**config.mk**
```make
export PLATFORM = sky130hd
export DESIGN_NAME = mem_port_arbiter_flat
export DESIGN_NICKNAME = d
export VERILOG_FILES = /design/src/rtl/mem_port_arbiter_if.sv /design/src/rtl/mem_port_arbiter.sv /design/src/flat_wrapper.sv
export SDC_FILE = /design/constraint.sdc
export NUM_CORES = 1
export LEC_CHECK = 0
export BUFFER_PORTS_ARGS = -buffer_cell sky130_fd_sc_hd__buf_2
export CAP_MARGIN = 20
export CORE_AREA = 2 2 105 107
export CTS_CLUSTER_SIZE = 8
export DETAILED_ROUTE_END_ITERATION = 10
export DIE_AREA = 0 0 107 109
export PLACE_DENSITY = 0.54
export SLEW_MARGIN = 20
export SYNTH_ARGS = -nofsm -noshare
export SYNTH_HDL_FRONTEND = slang
export SYNTH_SLANG_ARGS = --single-unit
```
**constraint.sdc**
```tcl
create_clock -name clk -period 2.3 [get_ports clk]
set_clock_uncertainty 0.15 [all_clocks]
set_input_delay 0.46 -clock clk [delete_from_list [all_inputs] [get_ports clk]]
set_output_delay 0.46 -clock clk [all_outputs]
set_load 0.02 [all_outputs]
```
**src/rtl/mem_port_arbiter_if.sv**
```systemverilog
// rtl/mem_port_arbiter_if.sv - request/response bundle between requesters, arbiter and memory
interface mem_port_arbiter_if #(
    parameter int DATA_W = 32
);
    logic              ic_req_valid;
    logic              ic_req_ready;
    logic [31:0]       ic_req_addr;
    logic [DATA_W-1:0] ic_req_rdata;
    logic              dp_req_valid;
    logic              dp_req_ready;
    logic [31:0]       dp_req_addr;
    logic [3:0]        dp_req_wstrb;
    logic [DATA_W-1:0] dp_req_wdata;
    logic [DATA_W-1:0] dp_req_rdata;
    logic              mem_req_valid;
    logic              mem_req_ready;
    logic [31:0]       mem_req_addr;
    logic [3:0]        mem_req_wstrb;
    logic [DATA_W-1:0] mem_req_wdata;
    logic [DATA_W-1:0] mem_req_rdata;
    logic              grant_ic;
    logic              grant_dp;

    // Arbiter view: serves the two requesters and drives the memory port.
    modport slave (
        input  ic_req_valid, ic_req_addr,
        input  dp_req_valid, dp_req_addr, dp_req_wstrb, dp_req_wdata,
        input  mem_req_ready, mem_req_rdata,
        output ic_req_ready, ic_req_rdata, dp_req_ready, dp_req_rdata,
        output mem_req_valid, mem_req_addr, mem_req_wstrb, mem_req_wdata,
        output grant_ic, grant_dp
    );

    modport master (
        output ic_req_valid, ic_req_addr,
        output dp_req_valid, dp_req_addr, dp_req_wstrb, dp_req_wdata,
        output mem_req_ready, mem_req_rdata,
        input  ic_req_ready, ic_req_rdata, dp_req_ready, dp_req_rdata,
        input  mem_req_valid, mem_req_addr, mem_req_wstrb, mem_req_wdata,
        input  grant_ic, grant_dp
    );
endinterface

```
**src/rtl/mem_port_arbiter.sv**
```systemverilog
// rtl/mem_port_arbiter.sv - round-robin memory port arbiter with icache line-refill lock
module mem_port_arbiter #(
    parameter int DATA_W    = 32,
    parameter int BURST_LEN = 4,
    parameter int GAP_MAX   = 2
) (
    input  logic              clk,
    input  logic              resetn,
    mem_port_arbiter_if.slave bus
);
    localparam int BW = $clog2(BURST_LEN) + 1;
    localparam int GW = $clog2(GAP_MAX) + 1;

    typedef enum logic [1:0] {IDLE, IC_XFER, IC_GAP, DP_XFER} state_t;

    state_t          state, state_nxt;
    logic            last_dp, last_dp_nxt;
    logic [BW-1:0]   beat_cnt, beat_nxt;
    logic [GW-1:0]   gap_cnt, gap_nxt;
    logic            mem_fire;

    always_ff @(posedge clk or negedge resetn) begin
        if (!resetn) begin
            state    <= IDLE;
            last_dp  <= 1'b1;
            beat_cnt <= '0;
            gap_cnt  <= '0;
        end else begin
            state    <= state_nxt;
            last_dp  <= last_dp_nxt;
            beat_cnt <= beat_nxt;
            gap_cnt  <= gap_nxt;
        end
    end

    always_comb begin
        bus.mem_req_valid = 1'b0;
        bus.mem_req_addr  = '0;
        bus.mem_req_wstrb = '0;
        bus.mem_req_wdata = '0;
        case (state)
            IC_XFER: begin
                bus.mem_req_valid = bus.ic_req_valid;
                bus.mem_req_addr  = bus.ic_req_addr;
            end
            DP_XFER: begin
                bus.mem_req_valid = bus.dp_req_valid;
                bus.mem_req_addr  = bus.dp_req_addr;
                bus.mem_req_wstrb = bus.dp_req_wstrb;
                bus.mem_req_wdata = bus.dp_req_wdata;
            end
            default: ;
        endcase
    end

    // A ready pulse with no request outstanding is dropped here.
    assign mem_fire         = bus.mem_req_valid & bus.mem_req_ready;
    assign bus.grant_ic     = (state == IC_XFER) || (state == IC_GAP);
    assign bus.grant_dp     = (state == DP_XFER);
    assign bus.ic_req_ready = (state == IC_XFER) & mem_fire;
    assign bus.dp_req_ready = (state == DP_XFER) & mem_fire;
    assign bus.ic_req_rdata = bus.grant_ic ? bus.mem_req_rdata : '0;
    assign bus.dp_req_rdata = bus.grant_dp ? bus.mem_req_rdata : '0;

    always_comb begin
        state_nxt   = state;
        last_dp_nxt = last_dp;
        beat_nxt    = beat_cnt;
        gap_nxt     = gap_cnt;
        case (state)
            IDLE: begin
                if (bus.ic_req_valid && (!bus.dp_req_valid || last_dp))
                    state_nxt = IC_XFER;
                else if (bus.dp_req_valid)
                    state_nxt = DP_XFER;
            end
            IC_XFER: begin
                if (!bus.ic_req_valid || (mem_fire && beat_cnt == BW'(BURST_LEN - 1))) begin
                    state_nxt   = IDLE;
                    beat_nxt    = '0;
                    last_dp_nxt = 1'b0;
                end else if (mem_fire) begin
                    state_nxt = IC_GAP;
                    beat_nxt  = beat_cnt + BW'(1);
                    gap_nxt   = '0;
                end
            end
            IC_GAP: begin
                // Data port stays locked out until the line finishes or the icache goes quiet.
                if (bus.ic_req_valid) begin
                    state_nxt = IC_XFER;
                end else if (gap_cnt == GW'(GAP_MAX - 1)) begin
                    state_nxt   = IDLE;
                    beat_nxt    = '0;
                    gap_nxt     = '0;
                    last_dp_nxt = 1'b0;
                end else begin
                    gap_nxt = gap_cnt + GW'(1);
                end
            end
            DP_XFER: begin
                if (!bus.dp_req_valid || mem_fire) begin
                    state_nxt   = IDLE;
                    last_dp_nxt = 1'b1;
                end
            end
            default: state_nxt = IDLE;
        endcase
    end
endmodule

```
**src/flat_wrapper.sv**
```systemverilog
// flat-port wrapper written by rule: the top's interface ports become plain ports
module mem_port_arbiter_flat 
#(
    parameter int DATA_W    = 32,
    parameter int BURST_LEN = 4,
    parameter int GAP_MAX   = 2
)
  (clk, resetn, bus_ic_req_valid, bus_ic_req_addr, bus_dp_req_valid, bus_dp_req_addr, bus_dp_req_wstrb, bus_dp_req_wdata, bus_mem_req_ready, bus_mem_req_rdata, bus_ic_req_ready, bus_ic_req_rdata, bus_dp_req_ready, bus_dp_req_rdata, bus_mem_req_valid, bus_mem_req_addr, bus_mem_req_wstrb, bus_mem_req_wdata, bus_grant_ic, bus_grant_dp);
  mem_port_arbiter_if #(.DATA_W(DATA_W)) bus_i ();
  input  logic clk;
  input  logic resetn;
  input wire logic [$bits(bus_i.ic_req_valid)-1:0] bus_ic_req_valid;
  input wire logic [$bits(bus_i.ic_req_addr)-1:0] bus_ic_req_addr;
  input wire logic [$bits(bus_i.dp_req_valid)-1:0] bus_dp_req_valid;
  input wire logic [$bits(bus_i.dp_req_addr)-1:0] bus_dp_req_addr;
  input wire logic [$bits(bus_i.dp_req_wstrb)-1:0] bus_dp_req_wstrb;
  input wire logic [$bits(bus_i.dp_req_wdata)-1:0] bus_dp_req_wdata;
  input wire logic [$bits(bus_i.mem_req_ready)-1:0] bus_mem_req_ready;
  input wire logic [$bits(bus_i.mem_req_rdata)-1:0] bus_mem_req_rdata;
  output wire logic [$bits(bus_i.ic_req_ready)-1:0] bus_ic_req_ready;
  output wire logic [$bits(bus_i.ic_req_rdata)-1:0] bus_ic_req_rdata;
  output wire logic [$bits(bus_i.dp_req_ready)-1:0] bus_dp_req_ready;
  output wire logic [$bits(bus_i.dp_req_rdata)-1:0] bus_dp_req_rdata;
  output wire logic [$bits(bus_i.mem_req_valid)-1:0] bus_mem_req_valid;
  output wire logic [$bits(bus_i.mem_req_addr)-1:0] bus_mem_req_addr;
  output wire logic [$bits(bus_i.mem_req_wstrb)-1:0] bus_mem_req_wstrb;
  output wire logic [$bits(bus_i.mem_req_wdata)-1:0] bus_mem_req_wdata;
  output wire logic [$bits(bus_i.grant_ic)-1:0] bus_grant_ic;
  output wire logic [$bits(bus_i.grant_dp)-1:0] bus_grant_dp;
  assign bus_i.ic_req_valid = bus_ic_req_valid;
  assign bus_i.ic_req_addr = bus_ic_req_addr;
  assign bus_i.dp_req_valid = bus_dp_req_valid;
  assign bus_i.dp_req_addr = bus_dp_req_addr;
  assign bus_i.dp_req_wstrb = bus_dp_req_wstrb;
  assign bus_i.dp_req_wdata = bus_dp_req_wdata;
  assign bus_i.mem_req_ready = bus_mem_req_ready;
  assign bus_i.mem_req_rdata = bus_mem_req_rdata;
  assign bus_ic_req_ready = bus_i.ic_req_ready;
  assign bus_ic_req_rdata = bus_i.ic_req_rdata;
  assign bus_dp_req_ready = bus_i.dp_req_ready;
  assign bus_dp_req_rdata = bus_i.dp_req_rdata;
  assign bus_mem_req_valid = bus_i.mem_req_valid;
  assign bus_mem_req_addr = bus_i.mem_req_addr;
  assign bus_mem_req_wstrb = bus_i.mem_req_wstrb;
  assign bus_mem_req_wdata = bus_i.mem_req_wdata;
  assign bus_grant_ic = bus_i.grant_ic;
  assign bus_grant_dp = bus_i.grant_dp;
  mem_port_arbiter #(.DATA_W(DATA_W), .BURST_LEN(BURST_LEN), .GAP_MAX(GAP_MAX)) u_core (.clk(clk), .resetn(resetn), .bus(bus_i));
endmodule
```
; ---- After elaboration in Yosys (flattened, before gate mapping)
; Index checks and enable logic that the tools add are counted.
[classes]
n_bitwise = 3
add_sub_neg = 2
n_reduce_logical = 15
muxes = 29
eq_ne = 14
[op_table]
columns = operator, n
row1 = 32-bit two-way mux, 3
row2 = 32-bit case mux with 2 select lines, 1
row3 = 2-bit two-way mux, 11
row4 = 3-bit two-way mux, 4
row5 = 4-bit AND reduction, 3
row6 = "2-bit != test, second input constant", 5
row7 = 2-bit case mux with 4 select lines, 1
row8 = "3-bit by 2-bit != test with 1-bit output, second input constant", 2
row9 = 3-bit case mux with 2 select lines, 1
row10 = 5-bit AND reduction, 1
row11 = "2-bit by 1-bit equality test with 1-bit output, second input constant", 2
row12 = "2-bit equality test, second input constant", 2
row13 = 1-bit logical OR, 4
row14 = 1-bit two-way mux, 4
row15 = 4-bit two-way mux, 1
row16 = 2-bit case mux with 2 select lines, 1
row17 = "3-bit by 1-bit adder with 3-bit output, second input constant", 1
row18 = 1-bit bitwise AND, 3
row19 = "3-bit by 2-bit equality test with 1-bit output, second input constant", 1
row20 = "3-bit != test, second input constant", 1
row21 = 1-bit case mux with 3 select lines, 1
row22 = 3-bit nonzero test, 1
row23 = "2-bit by 1-bit adder with 2-bit output, second input constant", 1
row24 = 1-bit logical AND, 2
row25 = other kinds (5), 6
[totals]
out_inout_bits = 137
regBits = 8

; ---- Logic depth before layout (Yosys ltp)
; Gate-level depths: netlist of the first run.
[logic_depth]
word_depth = 7
depth_mapped = 7
ltp_nobuf = 6

; ---- Worst setup path before layout of the first run
; No wires, ideal clock.
[synth_path]
path_type = reg-to-output
from = register u_core.state[1]
to = output bus_dp_req_ready
path_stages_with_launch = 8
setup_slack_ps = 195
arrival_time_ps = 1495
cell_sequence = dfrtp_1 -> inv_1 -> ha_1 -> buf_2 -> nand2_1 -> and2_1 -> inv_1 -> and3_1
[synth_between]
elab_chain_len = 4
[synth_lines]
columns = element, line_no
row1 = "start, declared", mem_port_arbiter.sv:16  ; state_t state, state_nxt;
row2 = "start signal, assigned", mem_port_arbiter.sv:29  ; state <= state_nxt;
row3 = 2-bit equality test / 2-bit by 1-bit equality test with 1-bit output (equally long branches), mem_port_arbiter.sv:41  ; case (state)
row4 = 1-bit case mux with 2 select lines (*), mem_port_arbiter.sv:41
row5 = via bus_mem_req_valid, flat_wrapper.sv:24  ; output wire logic [$bits(bus_i.mem_req_valid)-1:0] bus_mem_req_valid;
row6 = 1-bit bitwise AND (*), mem_port_arbiter.sv:57  ; assign mem_fire = bus.mem_req_valid & bus.mem_req_ready;
row7 = 1-bit bitwise AND (*), mem_port_arbiter.sv:61  ; assign bus.dp_req_ready = (state == DP_XFER) & mem_fire;
row8 = "end, declared", flat_wrapper.sv:22  ; output wire logic [$bits(bus_i.dp_req_ready)-1:0] bus_dp_req_ready;
; Mark *: on every way through the listed nets, which the timed path passes. The rest lies on a longest branch.

; ---- Worst setup path in the final report of the first run
[layout_path]
from = register u_core.state[0]
to = output bus_mem_req_addr[7]
[layout_between]
elab_chain_len = 2
[layout_lines]
columns = element, line_no
row1 = 2-bit equality test / 2-bit by 1-bit equality test with 1-bit output (equally long branches), mem_port_arbiter.sv:41
row2 = 32-bit case mux with 2 select lines (*), mem_port_arbiter.sv:41
row3 = "end, declared", flat_wrapper.sv:25  ; output wire logic [$bits(bus_i.mem_req_addr)-1:0] bus_mem_req_addr;
; Mark *: on every way between the ends. The rest lies on a longest branch, timed or not.

==> impl_metrics.env, run 1 <==
export IMPL_status="completed"
export IMPL_fin_crit_ns=2.26
export IMPL_rsz0062_at_grt="true"
export IMPL_ys_types=30
export IMPL_clock_path_buffers=2
export IMPL_cts_tree="yes"
export IMPL_maxCapViolCount=0
export IMPL_synth_seq_cells=8
export IMPL_min_path_type="register to register"
export IMPL_hold_ws_ns=0.366
export IMPL_post_drt_wl_per_cell_um=13.3
export IMPL_track_usage_pct=12.1
export IMPL_drc_errors=0
export IMPL_slew_headroom_pct=82.1
export IMPL_r2r_start="u_core.state[0]"
export IMPL_syn_area_mm2=0.00161
export IMPL_cts_sinks=8
export IMPL_synth_top_area_share_pct=39.2
export IMPL_grt_first_pass_wirelength_um=11300
export IMPL_placed_cells=611
export IMPL_drt_iter0_drc=75
export IMPL_power_frac_seq_pct=6.3
export IMPL_drive_gt1_share_pct=62.3
export IMPL_wirelength_um=8240
export IMPL_internal_power_mw=1.76
export IMPL_num_vias=2556
export IMPL_worst_setup_path_type="register to output pin"
export IMPL_grt_pass1_vias=2338
export IMPL_comb_power_share_pct=89.5
export IMPL_required_ns=1.69
export IMPL_nets=623
export IMPL_cp_endpoint="bus_mem_req_addr[7]"
export IMPL_ant_nets=0
export IMPL_rows=38
export IMPL_syn_num_nets=358
export IMPL_start_util_pct=15.2
export IMPL_fmax_ghz=0.442
export IMPL_dieArea_mm2=0.0117
export IMPL_setup_viol=0
export IMPL_yosysWarnings=0
export IMPL_core_area_mm2=0.0106
export IMPL_seq_area_frac_synth_pct=12.5
export IMPL_cts_buffers=3
export IMPL_startpoint_type="register"
export IMPL_r2r_setup_slack_ns=0.39
export IMPL_die_x_um=107
export IMPL_netSwitchingFraction_pct=56.0
export IMPL_async_reset_ff_share_pct=100
export IMPL_first_pass_iters=4
export IMPL_hold_viol=0
export IMPL_period_share_pct=98.5
export IMPL_fin_area_mm2=0.00325
export IMPL_port_buffers=273
export IMPL_ioPinCount=274
export IMPL_reg2reg_to="u_core.beat_cnt[1]"
export IMPL_synth_avg_cell_area_um2=7.57
export IMPL_die_height_um=109
export IMPL_syn_to_final_growth_pct=102
export IMPL_clk_insertion_delay_late_ns=0.22
export IMPL_startpoint="u_core.state[0]"
export IMPL_critPathMaxFanout=15
export IMPL_critPathArrivalTime_ns=1.65
export IMPL_antenna_found_initial=1
export IMPL_p_switching_mw=2.25
export IMPL_worstRegToRegCells=5
export IMPL_yosys_top_cells_area="and2_1 (39%), a22o_1 (17%), dfrtp_1 (11%)"
export IMPL_ctsHtreeMaxLevel=1
export IMPL_place_hpwl_um=7070
export IMPL_drv_slew=0
export IMPL_power_share_clock_pct=4.2
export IMPL_worstMarginPinSlew_ns=0.268
export IMPL_synth_edf_count=0
export IMPL_finalCoreUtilization_pct=30.6
export IMPL_p_leak_nw=1.99
export IMPL_whs_path_depth=1
export IMPL_ir_drop_mv=0.609
export IMPL_vias_per_cell=4.14
export IMPL_grt_max_degree=71
export IMPL_setup_worst_path_end_class="output pin"
export IMPL_synth_main_ff_cell="dfrtp_1"
export IMPL_grt_ovfl_total=0
export IMPL_p_per_area_mw_per_mm2=1240
export IMPL_yosys_area_top_type="and2_1"
export IMPL_postPlaceCellArea_mm2=0.00313
export IMPL_synth_cells=213
export IMPL_gp_congestion=0.815
export IMPL_final_cells=618
export IMPL_clkTransAtPathRegs_ns=0.04
export IMPL_cts_root_buf="clkbuf_8"
-- Yosys cell counts (all sizes together), types with 2 or more instances --
cell type  count
nor2b          2
a22o          32
nor3           3
buf            8
o21ai          2
nand2          5
mux2           6
nand2b         4
a21oi          5
inv            5
ha             8
dfrtp          7
clkbuf        12
a31oi          2
and2         101
-- metrics by stage --
stage	total power, mW	setup TNS [ns]	worst slack, ns
2_1_floorplan	2.60	0	0.195
3_3_place_gp	3.76	0	0.158
3_5_place_dp	3.77	0	0.0887
4_1_cts	4.01	0	0.00879
5_1_grt	4.30	-0.0279	-0.00623
6_report	4.01	0	0.0356
-- layout make-up --
cell class / instances / area [um2]
Antenna cell: 1 / 2.50
Clock buffer: 4 / 45.0
Fill cell: 1144 / 7350
Inverter: 5 / 18.8
Multi-Input combinational cell: 180 / 1320
Sequential cell: 8 / 204
Tap cell: 140 / 175
Timing Repair Buffer: 280 / 1480
-- critical path, cell delays in order, from the launching register on --
cell,delay [ns]
dfrtp_2,0.44
ha_2,0.23
o21a_2,0.25
clkbuf_16,0.18
a22o_1,0.18
buf_2,0.15
-- worst min path at each step --
| stage | start | endpoint | slack (ns) |
|---|---|---|---|
| 2_1_floorplan | resetn | u_core.beat_cnt[0] | 0.01 |
| 3_3_place_gp | resetn | u_core.beat_cnt[1] | 0.16 |
| 3_5_place_dp | resetn | u_core.beat_cnt[1] | 0.17 |
| 4_1_cts | u_core.beat_cnt[2] | u_core.beat_cnt[2] | 0.37 |
| 5_1_grt | u_core.beat_cnt[1] | u_core.beat_cnt[1] | 0.38 |
| 6_report | u_core.beat_cnt[2] | u_core.beat_cnt[2] | 0.37 |
-- layer usage --
metal / vias up / part of all wire (%) / global-route usage (%)
li1: 1247 / - / -
met2: 153 / 52 / 23.7
met3: 6 / 9.3 / 2.21
met1: 1150 / 38 / 13.7
met4: 0 / 0.56 / 2.23
met5: - / 0 / 0
-- state kept, by name, indices dropped and copies added (netlist names) --
signal,count
u_core.beat_cnt,3
u_core.gap_cnt,2
u_core.last_dp,1
u_core.state,2
-- cells in the final DEF (no fill, tap or decap), drive strengths merged, types with 2 or more instances in the layout --
cell	netlist	final
a21oi	5	5
and2	101	101
nand2b	4	4
clkbuf	12	5
buf	8	278
nor2b	2	2
mux2	6	6
nor3	3	3
inv	5	5
o21ai	2	2
dfrtp	7	7
nand2	5	5
a22o	32	32
ha	8	8
a31oi	2	2
-- logic make-up (layout without fill, tap and decap cells) --
family	Yosys count	in the layout	share of synthesized area, %
and+or+nand+nor	120	120	45.7
AOI/OAI and AO/OA	45	45	23.1
buffers and inverters	25	289	6.75
adders and majority gates	8	8	6.21
DFF	8	8	12.5
muxes	7	7	5.75
other	0	1	0
-- power groups by stage --
stage / combinational [mW] / clock (mW) / sequential [mW]
after CTS: 3.59 / 0.179 / 0.246
after detailed placement: 3.53 / 0 / 0.243
after global routing: 3.85 / 0.188 / 0.258
after global placement: 3.52 / 0 / 0.239
after floorplan: 2.37 / 0 / 0.232
final: 3.59 / 0.170 / 0.251
-- what timing repair did --
item | CTS | global route
resized for setup | 6 | 6
setup buffers | 0 | 0
hold buffers | 1 | 0
setup endpoints to repair | 34 | 57
cloned | 0 | 1
hold endpoints to repair | 7 | 0
(Power assumes the default switching activity.)
==> run 2: changes to the inputs <==
Settings changed: CTS_BUF_LIST set to sky130_fd_sc_hd__clkbuf_8.
==> run 2 against run 1 <==
Non-clock buffer count unchanged. Largest power group unchanged. Critical endpoint unchanged. Via count unchanged. Global-route usage unchanged. Setup slack unchanged. Cell area unchanged. Fmax unchanged.
==> impl_metrics.env, run 2 (synthesized netlist as in run 1, its figures left out) <==
export IMPL_die_x_um=107
export IMPL_final_cells=618
export IMPL_rsz0062_at_grt="true"
export IMPL_critPathArrivalTime_ns=1.65
export IMPL_grt_ovfl_total=0
export IMPL_setup_worst_path_end_class="output pin"
export IMPL_hold_ws_ns=0.366
export IMPL_drive_gt1_share_pct=62.3
export IMPL_num_vias=2556
export IMPL_critPathMaxFanout=15
export IMPL_maxCapViolCount=0
export IMPL_internal_power_mw=1.76
export IMPL_ant_nets=0
export IMPL_largest_reg_flops=3
export IMPL_track_usage_pct=12.1
export IMPL_startpoint_type="register"
export IMPL_place_hpwl_um=7070
export IMPL_postPlaceCellArea_mm2=0.00313
export IMPL_post_drt_wl_per_cell_um=13.3
export IMPL_drv_slew=0
export IMPL_power_share_clock_pct=4.1
export IMPL_p_switching_mw=2.25
export IMPL_ctsHtreeMaxLevel=1
export IMPL_gp_congestion=0.815
export IMPL_r2r_setup_slack_ns=0.39
export IMPL_p_leak_nw=2.00
export IMPL_worst_setup_path_type="register to output pin"
export IMPL_grt_max_degree=71
export IMPL_slew_headroom_pct=82.1
export IMPL_preCtsSetupSlack_ns=0.0887
export IMPL_clk_insertion_delay_late_ns=0.22
export IMPL_setup_viol=0
export IMPL_post_cts_buffers=0
export IMPL_hold_viol=0
export IMPL_port_buffers=273
export IMPL_period_share_pct=98.5
export IMPL_fmax_ghz=0.442
export IMPL_first_pass_iters=4
export IMPL_dieArea_mm2=0.0117
export IMPL_vias_per_cell=4.14
export IMPL_p_per_area_mw_per_mm2=1230
export IMPL_setup_ws_ns=0.0356
export IMPL_cts_tree="yes"
export IMPL_syn_to_final_growth_pct=102
export IMPL_cts_root_buf="clkbuf_8"
export IMPL_start_util_pct=15.2
export IMPL_fillers=1144
export IMPL_placed_cells=611
export IMPL_required_ns=1.69
export IMPL_cts_buffers=3
export IMPL_rows=38
export IMPL_cts_sinks=8
export IMPL_power_frac_seq_pct=6.3
export IMPL_final_common_cell="buf_2"
export IMPL_core_area_mm2=0.0106
export IMPL_ioPinCount=274
export IMPL_antenna_found_initial=1
export IMPL_grt_pass1_vias=2338
export IMPL_fin_area_mm2=0.00325
export IMPL_netSwitchingFraction_pct=56.1
export IMPL_min_path_type="register to register"
export IMPL_largest_register="u_core.beat_cnt"
export IMPL_clkTransAtPathRegs_ns=0.04
export IMPL_largest_registers="u_core.beat_cnt x3, u_core.gap_cnt x2, u_core.state x2"
export IMPL_comb_power_share_pct=89.6
export IMPL_grt_first_pass_wirelength_um=11300
export IMPL_power_mw=4.01
export IMPL_ir_drop_mv=0.609
export IMPL_drc_errors=0
export IMPL_drt_iter0_drc=75
export IMPL_layout_common_cells="buf_2 (273), and2_1 (100), a22o_1 (32)"
export IMPL_wirelength_um=8240
export IMPL_clock_path_buffers=2
export IMPL_die_height_um=109
export IMPL_status="completed"
export IMPL_worstMarginPinSlew_ns=0.268
export IMPL_fin_crit_ns=2.26
export IMPL_nets=623
-- run 2: power by group through the flow --
stage          clock network (mW)  registers, mW  logic, mW
2_1_floorplan                   0          0.232       2.37
3_3_place_gp                    0          0.239       3.52
3_5_place_dp                    0          0.243       3.53
4_1_cts                     0.175          0.246       3.59
5_1_grt                     0.183          0.258       3.85
6_report                    0.166          0.251       3.59
-- run 2: path summary, 6_finish.rpt --
kind	startpoint	to	cells past startpoint
worst max-delay path	u_core.state[0]	bus_mem_req_addr[7]	5
worst min-delay path	u_core.beat_cnt[2]	u_core.beat_cnt[2]	1
worst max register to register	u_core.state[0]	u_core.beat_cnt[1]	5
worst min register to register	u_core.beat_cnt[2]	u_core.beat_cnt[2]	1
max in group asynchronous	resetn	u_core.last_dp	2
min in group asynchronous	resetn	u_core.beat_cnt[1]	2
-- run 2: cell type report --
class / instances / area (um2) / area share (%)
Timing Repair Buffer: 280 / 1480 / 45.6
Multi-Input combinational cell: 180 / 1320 / 40.7
Sequential cell: 8 / 204 / 6.28
Tap cell: 140 / 175 / 5.39
Clock buffer: 3 / 41.3 / 1.27
Inverter: 5 / 18.8 / 0.578
Clock inverter: 1 / 3.75 / 0.116
Antenna cell: 1 / 2.50 / 0.0770
-- run 2: stage by stage --
stage / util, % / setup TNS, ns
detailed placement: 29.5 / 0
global placement: 29.5 / 0
floorplan: - / 0
CTS: 30.3 / 0
global route: 30.6 / -0.0279
finish: 30.6 / 0
-- run 2: timing repair --
item                                    CTS  global route
hold endpoints to repair                  7             0
endpoints found under the setup margin   34            57
gates resized for setup                   6             6
cloned                                    0             1
hold buffers                              1             0
-- run 2: metal layers --
metal  up-vias  GRT usage, %  part of all wire [%]
met1      1150          13.7                    38
met3         6          2.21                   9.3
li1       1247             -                     -
met4         0          2.23                  0.56
met2       153          23.7                    52
met5         -             0                     0
-- run 2: critical path, cell delays in order (launching register included) --
cell,delay [ns]
dfrtp_2,0.44
ha_2,0.23
o21a_2,0.25
clkbuf_16,0.18
a22o_1,0.18
buf_2,0.15
==> run 3: changes to the inputs <==
Settings changed: RECOVER_POWER set to 25.
==> run 3 against run 2 <==
Fmax about the same. Sequential power hardly changed. Cell area shrank 0.39%. Sequential cell count is the same. Count of clock-buffer cells in the layout unchanged. Largest power group unchanged.
==> impl_metrics.env, run 3 (synthesized netlist as in run 1, its figures left out) <==
export IMPL_worstRegToRegCells=6
export IMPL_placed_cells=611
export IMPL_vias_per_cell=4.12
export IMPL_p_leak_nw=1.99
export IMPL_r2r_setup_slack_ns=0.25
export IMPL_fmax_ghz=0.442
export IMPL_place_hpwl_um=7070
export IMPL_maxCapViolCount=0
export IMPL_drive_gt1_share_pct=61.4
export IMPL_final_common_cell="buf_2"
export IMPL_setup_viol=0
export IMPL_setup_ws_ns=0.0357
export IMPL_critPathArrivalTime_ns=1.65
export IMPL_start_util_pct=15.2
export IMPL_die_height_um=109
export IMPL_fin_crit_ns=2.26
export IMPL_rsz0062_at_grt="true"
export IMPL_nets=623
export IMPL_ctsHtreeMaxLevel=1
export IMPL_largest_register="u_core.beat_cnt"
export IMPL_dieArea_mm2=0.0117
export IMPL_largest_reg_flops=3
export IMPL_clk_insertion_delay_late_ns=0.22
export IMPL_wirelength_um=8240
export IMPL_slew_headroom_pct=69.8
export IMPL_core_area_mm2=0.0106
export IMPL_cts_sinks=8
export IMPL_post_drt_wl_per_cell_um=13.3
export IMPL_drt_iter0_drc=69
export IMPL_cp_slowest_cell="dfrtp_2"
export IMPL_critPathMaxFanout=15
export IMPL_fin_area_mm2=0.00324
export IMPL_grt_first_pass_wirelength_um=11300
export IMPL_min_path_type="register to register"
export IMPL_postPlaceCellArea_mm2=0.00313
export IMPL_drv_slew=0
export IMPL_cts_root_buf="clkbuf_8"
export IMPL_setup_worst_path_end_class="output pin"
export IMPL_worst_setup_path_type="register to output pin"
export IMPL_port_buffers=273
export IMPL_cts_tree="yes"
export IMPL_worstMarginPinSlew_ns=0.454
export IMPL_required_ns=1.69
export IMPL_post_cts_buffers=0
export IMPL_preCtsSetupSlack_ns=0.0887
export IMPL_ant_nets=0
export IMPL_finalCoreUtilization_pct=30.5
export IMPL_p_per_area_mw_per_mm2=1230
export IMPL_first_pass_iters=4
export IMPL_ioPinCount=274
export IMPL_layout_common_cells="buf_2 (271), and2_1 (100), a22o_1 (32)"
export IMPL_gp_congestion=0.815
export IMPL_rows=38
export IMPL_track_usage_pct=12.1
export IMPL_cp_top_family="flip-flops"
export IMPL_num_vias=2544
export IMPL_grt_ovfl_total=0
export IMPL_ir_drop_mv=0.609
export IMPL_worstPathCellList="ha_2, o21a_2, clkbuf_16, a22o_1, buf_2"
export IMPL_status="completed"
export IMPL_syn_to_final_growth_pct=101
export IMPL_largest_registers="u_core.beat_cnt x3, u_core.gap_cnt x2, u_core.state x2"
export IMPL_finalSetupTns_ns=0
export IMPL_hold_viol=0
export IMPL_cts_buffers=3
export IMPL_whs_path_depth=1
export IMPL_reg2reg_to="u_core.state[1]"
export IMPL_hold_start="u_core.beat_cnt[2]"
export IMPL_period_share_pct=98.4
export IMPL_clock_path_buffers=2
export IMPL_antenna_found_initial=1
export IMPL_fillers=1148
export IMPL_grt_pass1_vias=2338
export IMPL_final_cells=618
export IMPL_r2r_start="u_core.state[0]"
export IMPL_drc_errors=0
export IMPL_die_x_um=107
export IMPL_startpoint_type="register"
export IMPL_clkTransAtPathRegs_ns=0.04
export IMPL_grt_max_degree=71
export IMPL_hold_path_end="u_core.beat_cnt[2]"
export IMPL_crit_buf_inv=2
export IMPL_cp_slowest_stage_delay_ns=0.44
run 3: area by class of cell:
class | count | area (um2) | area share, %
inverter | 5 | 18.8 | 0.580
clock inverter | 1 | 3.75 | 0.116
sequential | 8 | 204 | 6.30
timing repair buffer | 280 | 1470 | 45.6
multi-input combinational | 180 | 1320 | 40.7
antenna | 1 | 2.50 | 0.0773
clock buffer | 3 | 41.3 | 1.28
tap | 140 | 175 | 5.41
run 3: worst max-delay path by stage:
stage / cells after the start / slack [ns] / from / to
after global routing: 5 / -0.006 / u_core.state[0] / bus_mem_req_addr[23]
after CTS: 6 / 0.009 / u_core.state[1] / bus_mem_req_addr[31]
after global placement: 6 / 0.16 / u_core.state[1] / bus_mem_req_addr[4]
after floorplan: 7 / 0.19 / u_core.state[1] / bus_dp_req_ready
after detailed placement: 6 / 0.09 / u_core.state[1] / bus_mem_req_addr[31]
final: 5 / 0.04 / u_core.state[0] / bus_mem_req_addr[7]
run 3: per-layer routing:
metal / share of wire (%) / routed length [um] / vias to the layer above / GRT usage [%]
li1: - / - / 1247 / -
met1: 38 / 3160 / 1141 / 13.7
met2: 52 / 4280 / 150 / 23.7
met3: 9.1 / 751 / 6 / 2.21
met4: 0.56 / 46 / 0 / 2.23
met5: 0 / 0 / - / 0
run 3: through the flow:
stage	hold slack [ns]	power, mW
floorplan	0.0144	2.60
global placement	0.162	3.76
detailed placement	0.165	3.77
CTS	0.366	4.01
global route	0.383	4.28
finish	0.366	3.99
run 3: where the power goes:
group / total, mW / leakage, nW / internal, mW / switching [mW]
logic: 3.57 / 1.86 / 1.43 / 2.14
clock network: 0.166 / 0.0269 / 0.115 / 0.0511
registers: 0.252 / 0.0997 / 0.201 / 0.0505
total: 3.99 / 1.99 / 1.75 / 2.25
run 3: timing repair:
action	4_1_cts	5_1_grt
hold buffers	1	0
gates resized for setup	6	6
setup endpoints to repair	34	57
endpoints found under the hold margin	7	0
gates cloned	0	1
